[src/rtl/host_to_breakout_pkg.sv]
`default_nettype none
// ============================================================================
// Module   : host_to_breakout_pkg
// Purpose  : Frame layout shared by the host-to-breakout receiver, the host
//            side model and the top level.
//            Data word: bits [7:0] = dout0..dout7 and bits [11:8] = led0..led3.
//            The first bit on the wire is bit 0.
// Ports    : none (package)
// Options  : H2B_PARITY_EN -- adds an even-parity bit, so each frame is 13 bits.
// Revision : 1.0 - initial release
// ============================================================================
package host_to_breakout_pkg;

  localparam int H2B_DATA_BITS  = 12;
  localparam int H2B_PORT_LSB   = 0;
  localparam int H2B_PORT_W     = 8;
  localparam int H2B_LED_LSB    = 8;
  localparam int H2B_LED_W      = 4;
  localparam int H2B_PARITY_IDX = H2B_DATA_BITS;

`ifdef H2B_PARITY_EN
  localparam int H2B_FRAME_BITS = H2B_DATA_BITS + 1;
`else
  localparam int H2B_FRAME_BITS = H2B_DATA_BITS;
`endif

  localparam int H2B_CNT_W = 4;

  // Even-parity bit that the host appends after the data bits.
  function automatic logic h2b_even_parity(input logic [H2B_DATA_BITS-1:0] data);
    return ^data;
  endfunction

endpackage
`default_nettype wire

[src/rtl/h2b_wire_sync.sv]
`default_nettype none
// ============================================================================
// Module   : h2b_wire_sync
// Purpose  : Brings an asynchronous serial clock and serial data pair into the
//            clk domain. Each input passes through a 2-FF synchronizer and then
//            one history FF. The module gives a one-cycle strobe for each
//            rising edge of the serial clock, together with the data bit.
// Ports    : clk       in  system clock
//            reset_n   in  synchronous reset, active low
//            wire_clk  in  asynchronous serial clock
//            wire_dat  in  asynchronous serial data (changes on the falling edge)
//            rise      out rising edge seen on the synchronized serial clock
//            data_bit  out data sampled for that edge
// Revision : 1.0 - initial release
// ============================================================================
module h2b_wire_sync (
  input  logic clk,
  input  logic reset_n,
  input  logic wire_clk,
  input  logic wire_dat,
  output logic rise,
  output logic data_bit
);

  logic clk_s1, clk_s2, clk_hist;
  logic dat_s1, dat_s2, dat_hist;

  always_ff @(posedge clk) begin
    if (!reset_n) begin
      clk_s1   <= 1'b0;
      clk_s2   <= 1'b0;
      clk_hist <= 1'b0;
      dat_s1   <= 1'b0;
      dat_s2   <= 1'b0;
      dat_hist <= 1'b0;
    end else begin
      clk_s1   <= wire_clk;
      clk_s2   <= clk_s1;
      clk_hist <= clk_s2;
      dat_s1   <= wire_dat;
      dat_s2   <= dat_s1;
      dat_hist <= dat_s2;
    end
  end

  assign rise = clk_s2 & ~clk_hist;
  // The data comes from the older history stage. The host changes data on
  // the falling edge, so at least two clk periods before the rising edge.
  // The sample is therefore settled well before the edge is detected.
  assign data_bit = dat_hist;

endmodule
`default_nettype wire

[src/rtl/host_to_breakout.sv]
`default_nettype none
// ============================================================================
// Module   : host_to_breakout
// Purpose  : Receiver for the host-to-breakout serial link. It oversamples
//            the wire clock and data, then shifts the bits into frames, with
//            the first bit being dout0. Each good frame updates the outputs.
//            A long gap between wire-clock edges realigns the frame.
//            A watchdog drops o_link_up when good frames stop arriving.
// Ports    : i_clk        in  system clock (the only clock)
//            i_reset_n    in  synchronous reset, active low
//            i_wire_clk   in  host serial clock (asynchronous, <= i_clk/4)
//            i_q          in  host serial data
//            o_port[7:0]  out digital outputs, dout n on bit n
//            o_led[3:0]   out link LEDs, led n on bit n
//            o_valid      out one-cycle pulse when o_port/o_led are loaded
//            o_frame_err  out one-cycle pulse when a frame is discarded
//            o_link_up    out high while good frames keep arriving
// Options  : H2B_PARITY_EN -- 13-bit frames with an even-parity bit (bit 12).
//            A frame that fails parity is discarded.
// Revision : 1.0 - initial release
// ============================================================================
module host_to_breakout
  import host_to_breakout_pkg::*;
#(
  parameter int RST_THRESH       = 10,
  parameter int TIMEOUT_CYCLES   = 500_000,
  parameter int CLEAR_ON_TIMEOUT = 1
) (
  input  logic                  i_clk,
  input  logic                  i_reset_n,
  input  logic                  i_wire_clk,
  input  logic                  i_q,
  output logic [H2B_PORT_W-1:0] o_port,
  output logic [H2B_LED_W-1:0]  o_led,
  output logic                  o_valid,
  output logic                  o_frame_err,
  output logic                  o_link_up
);

  localparam int GAP_W = $clog2(RST_THRESH + 1);
  localparam int WD_W  = $clog2(TIMEOUT_CYCLES + 1);

  localparam logic [H2B_CNT_W-1:0] CNT_LAST = H2B_CNT_W'(H2B_FRAME_BITS - 1);
  localparam logic [GAP_W-1:0]     GAP_MAX  = GAP_W'(RST_THRESH);
  localparam logic [GAP_W-1:0]     GAP_LAST = GAP_W'(RST_THRESH - 1);
  localparam logic [WD_W-1:0]      WD_MAX   = WD_W'(TIMEOUT_CYCLES);
  localparam logic [WD_W-1:0]      WD_LAST  = WD_W'(TIMEOUT_CYCLES - 1);

  logic                      rise;
  logic                      data_bit;
  logic [H2B_FRAME_BITS-1:0] shreg;
  logic [H2B_CNT_W-1:0]      bit_cnt;
  logic [GAP_W-1:0]          gap_cnt;
  logic [WD_W-1:0]           wd_cnt;
  logic                      frame_done;
  logic                      parity_ok;
  logic                      load;
  logic                      parity_err;

  h2b_wire_sync u_sync (
    .clk      (i_clk),
    .reset_n  (i_reset_n),
    .wire_clk (i_wire_clk),
    .wire_dat (i_q),
    .rise     (rise),
    .data_bit (data_bit)
  );

`ifdef H2B_PARITY_EN
  assign parity_ok = (h2b_even_parity(shreg[H2B_DATA_BITS-1:0]) == shreg[H2B_PARITY_IDX]);
`else
  assign parity_ok = 1'b1;
`endif

  // frame_done marks the cycle after the last bit is shifted in. The
  // completed frame is still in shreg, because the next wire edge is at
  // least four clk cycles away.
  assign load       = frame_done & parity_ok;
  assign parity_err = frame_done & ~parity_ok;

  always_ff @(posedge i_clk) begin
    if (!i_reset_n) begin
      shreg       <= '0;
      bit_cnt     <= '0;
      gap_cnt     <= '0;
      wd_cnt      <= '0;
      frame_done  <= 1'b0;
      o_port      <= '0;
      o_led       <= '0;
      o_valid     <= 1'b0;
      o_frame_err <= 1'b0;
      o_link_up   <= 1'b0;
    end else begin
      frame_done  <= 1'b0;
      o_valid     <= 1'b0;
      o_frame_err <= 1'b0;

      // Shifting right puts the first wire bit at shreg[0] when the frame is complete.
      // A wire edge always takes priority over the gap threshold.
      if (rise) begin
        shreg   <= {data_bit, shreg[H2B_FRAME_BITS-1:1]};
        gap_cnt <= '0;
        if (bit_cnt == CNT_LAST) begin
          bit_cnt    <= '0;
          frame_done <= 1'b1;
        end else begin
          bit_cnt <= bit_cnt + 1'b1;
        end
      end else if (gap_cnt != GAP_MAX) begin
        gap_cnt <= gap_cnt + 1'b1;
        // The gap counter stays saturated until the next edge, so a partial
        // frame is reported at most once per gap.
        if (gap_cnt == GAP_LAST) begin
          bit_cnt <= '0;
          if (bit_cnt != '0) begin
            o_frame_err <= 1'b1;
          end
        end
      end

      if (parity_err) begin
        o_frame_err <= 1'b1;
      end

      // If a frame loads in the same cycle that the watchdog expires, the frame wins.
      if (load) begin
        o_port    <= shreg[H2B_PORT_LSB +: H2B_PORT_W];
        o_led     <= shreg[H2B_LED_LSB +: H2B_LED_W];
        o_valid   <= 1'b1;
        o_link_up <= 1'b1;
        wd_cnt    <= '0;
      end else if (wd_cnt != WD_MAX) begin
        wd_cnt <= wd_cnt + 1'b1;
        if (wd_cnt == WD_LAST) begin
          o_link_up <= 1'b0;
          if (CLEAR_ON_TIMEOUT != 0) begin
            o_port <= '0;
            o_led  <= '0;
          end
        end
      end
    end
  end

endmodule
`default_nettype wire

[config.mk]
export PLATFORM = sky130hd
export DESIGN_NAME = host_to_breakout
export DESIGN_NICKNAME = d
export VERILOG_FILES = /design/src/rtl/host_to_breakout_pkg.sv /design/src/rtl/h2b_wire_sync.sv /design/src/rtl/host_to_breakout.sv
export SDC_FILE = /design/constraint.sdc
export NUM_CORES = 1
export LEC_CHECK = 0
export CORE_ASPECT_RATIO = 0.75
export CORE_MARGIN = 2
export CORE_UTILIZATION = 55
export CTS_CLUSTER_DIAMETER = 100
export DETAILED_ROUTE_END_ITERATION = 16
export GPL_TIMING_DRIVEN = 0
export PLACE_DENSITY = 0.76
export SLEW_MARGIN = 25
export SYNTH_ARGS = -nofsm -noshare
export SYNTH_HDL_FRONTEND = slang
export SYNTH_SLANG_ARGS = --single-unit
[constraint.sdc]
create_clock -name i_clk -period 2.1 [get_ports i_clk]
set_input_delay 0.525 -clock i_clk [delete_from_list [all_inputs] [get_ports i_clk]]
set_output_delay 0.525 -clock i_clk [all_outputs]
set_load 0.02 [all_outputs]
==> run metrics <==
outcome completed; pin count of the biggest net entering global routing 11; first drt pass iteration count 4; Syn Nets 274; Total GRT Usage 20.25%; placed cell areas 0.002746 sq mm; vias 1,875; commonest non-fill, non-tap cells in the layout dfxtp_1, nand2_1, nor2_1, clkdlybuf4s50_1, a21boi_0; Die Ht 62.33 um; Core Box Area 0.004414 sq mm; class of the most critical setup path input pin to flop; critical-path cell list clkdlybuf4s50_1 -> and2_1 -> clkbuf_1 -> clkbuf_1 -> a22o_1; Crit path max-delay family buffers and inverters; ranking of synthesized cells by area dfxtp_1, nand2_1, a21boi_0; Rows 21; WL final 4561 um; pin slew with the least headroom to its limit 0.4814 ns; crit-path max FO 10; commonest non-fill, non-tap cell in the layout dfxtp_1; fillers 371; crit start category input pin; most used cell, CP clkbuf_1; yosys warns 0; Wirelength per Cell 12.92 um; clk sinks 61; final setup vio count 0; Post-Synthesis Cell Area 0.002495 sq mm; first-pass GRT wire length 7921 um; Top Ports 19; RD Place Congestion 0.7965; Area growth, synth to finish 16.30%; Clock transition at path regs 0.06 ns; Critical Path Slowest Stage Cell clkdlybuf4s50_1; nets@finish 302; Worst-Skew Late Latency 0.33 ns; Static Leak 1.060 nW; Crit. End Element flop; Congestion Overflow GR 0; Netlist cell types 44; Syn Area/Cell 9.486 sq um; Seq/Total Area, Yosys 48.95%; final antenna-violating net count 0; n_diodes 0; post-cts sizing count 0; H-tree depth reported by CTS 3; number of global-route vias before repair 1,766; Root Driver clkbuf_8; Buf/Inv on CP 3; Gate Count Post-Synth 263; crit-path max cell delay 0.62 ns; Final Critical Period 1.870 ns; post-CTS setup buffer count 0; die area 0.005097 sq mm; Hold Vio Cnt, Final 0; final setup TNS 0 ns; CP arrival 2.15 ns; clk_skew 0.006079 ns; Seq cells post-synth 61; Main synth FF type dfxtp_1; EDFF count, synth 0; 1st-iter DRT viols 122; Starting Density 56.52%; Via-to-Cell Ratio 5.312; Final HPWL DP 3162 um; dpl ws -0.1381 ns; VDD IR max 0.5498 mV; setup ws final 0.2300 ns; HP Class flop to flop; Relative slew margins 67.90%; Chip Width 81.77 um; clock tree buffer depth 2; Port-buffer cells 18; CTS tree built; Pins Over Slew Limit 0; number of max-cap violations 0; WP data required 2.38 ns; layout cells sized above 1 9.459%; Max Freq 534.8 MHz; Synth area leader dfxtp_1; P per Cell Area 730.7 mW/mm^2; CTS Hold Bufs 0; Final period util 89.05%; CTS Buf Count 9; initial antenna violation count 0; RSZ-0062 raised after global routing no; asr flop ratio synth 0%; top-area cell type share of the netlist area 48.95%; post-route cell area 0.002902 sq mm; DRC violations left 0
## metrics by stage
step / total power [W] / utilization, % / hold WS [ns] / instances
3_3_place_gp: 0.001290 / 62.22 / 0.4137 / 338
6_report: 0.002120 / 65.73 / 0.4432 / 353
4_1_cts: 0.002139 / 65.82 / 0.4505 / 354
3_5_place_dp: 0.001294 / 62.22 / 0.4346 / 338
2_1_floorplan: 0.001266 / - / 0.4119 / 263
5_1_grt: 0.002194 / 65.73 / 0.4667 / 353
## layer usage
metal	wire [um]	vias up	global-route usage [%]
li1	-	958	-
met5	0	-	0
met3	222	9	7.849
met1	2359	865	28.19
met4	76	0	7.708
met2	1902	43	28.15
## report_power, final
part | internal (W) | switching (W) | total (W)
Combinational | 0.0000342 | 0.0000454 | 0.0000795
Clock | 0.000419 | 0.000433 | 0.000852
Sequential | 0.00117 | 0.0000156 | 0.00119
## path summary, 6_finish.rpt
path,slack (ns),start,to,cells past startpoint
max,0.23,i_reset_n,o_port[0],5
min,0.44,u_sync.clk_s1,u_sync.clk_s2,1
max reg2reg,0.39,wd_cnt[1],o_port[0],7
min reg2reg,0.44,u_sync.clk_s1,u_sync.clk_s2,1
## state kept, by name (all words and copies together), names as in the netlist, 4 cells and up
signal and count:
bit_cnt 4, wd_cnt 19, o_led 4, shreg 12
gap_cnt 4, o_port 8
## kinds of logic after synthesis
kind of cell / after synthesis / share of synthesized area [%]
XOR/XNOR: 15 / 5.266
AO/OA/AOI/OAI: 43 / 12.94
AND/OR/NAND/NOR: 113 / 24.22
adder cells (fa/ha/maj): 7 / 3.510
flip-flops: 61 / 48.95
multiplexers: 2 / 0.9026
buffers and inverters: 22 / 4.213
## cell type report
cell class                      instances  area, sq um  share of cell area (%)
Tap cell                               57        71.32                   2.458
Inverter                                8        30.03                   1.035
Clock buffer                           11        131.4                   4.528
Multi-Input combinational cell        180         1169                   40.28
Clock inverter                          5        27.53                  0.9487
Buffer                                 13        71.32                   2.458
Timing Repair Buffer                   18        180.2                   6.210
Sequential cell                        61         1221                   42.09
## cells in the mapped netlist, types with 2 or more instances
cell       n
nor3_1     4
xor2_1    12
and2_1    10
nor2_1    22
buf_2      3
a21boi_0  15
ha_1       7
and4_1     6
nand3_1   11
a21oi_1    5
a211oi_1   2
clkbuf_1   7
xnor2_1    3
nor2b_1    2
buf_6      2
inv_1      8
o21ai_0    5
a22o_1    12
nand2b_1   2
dfxtp_1   61
nand4_1    7
nand2_1   35
(Power assumes the default switching activity.)
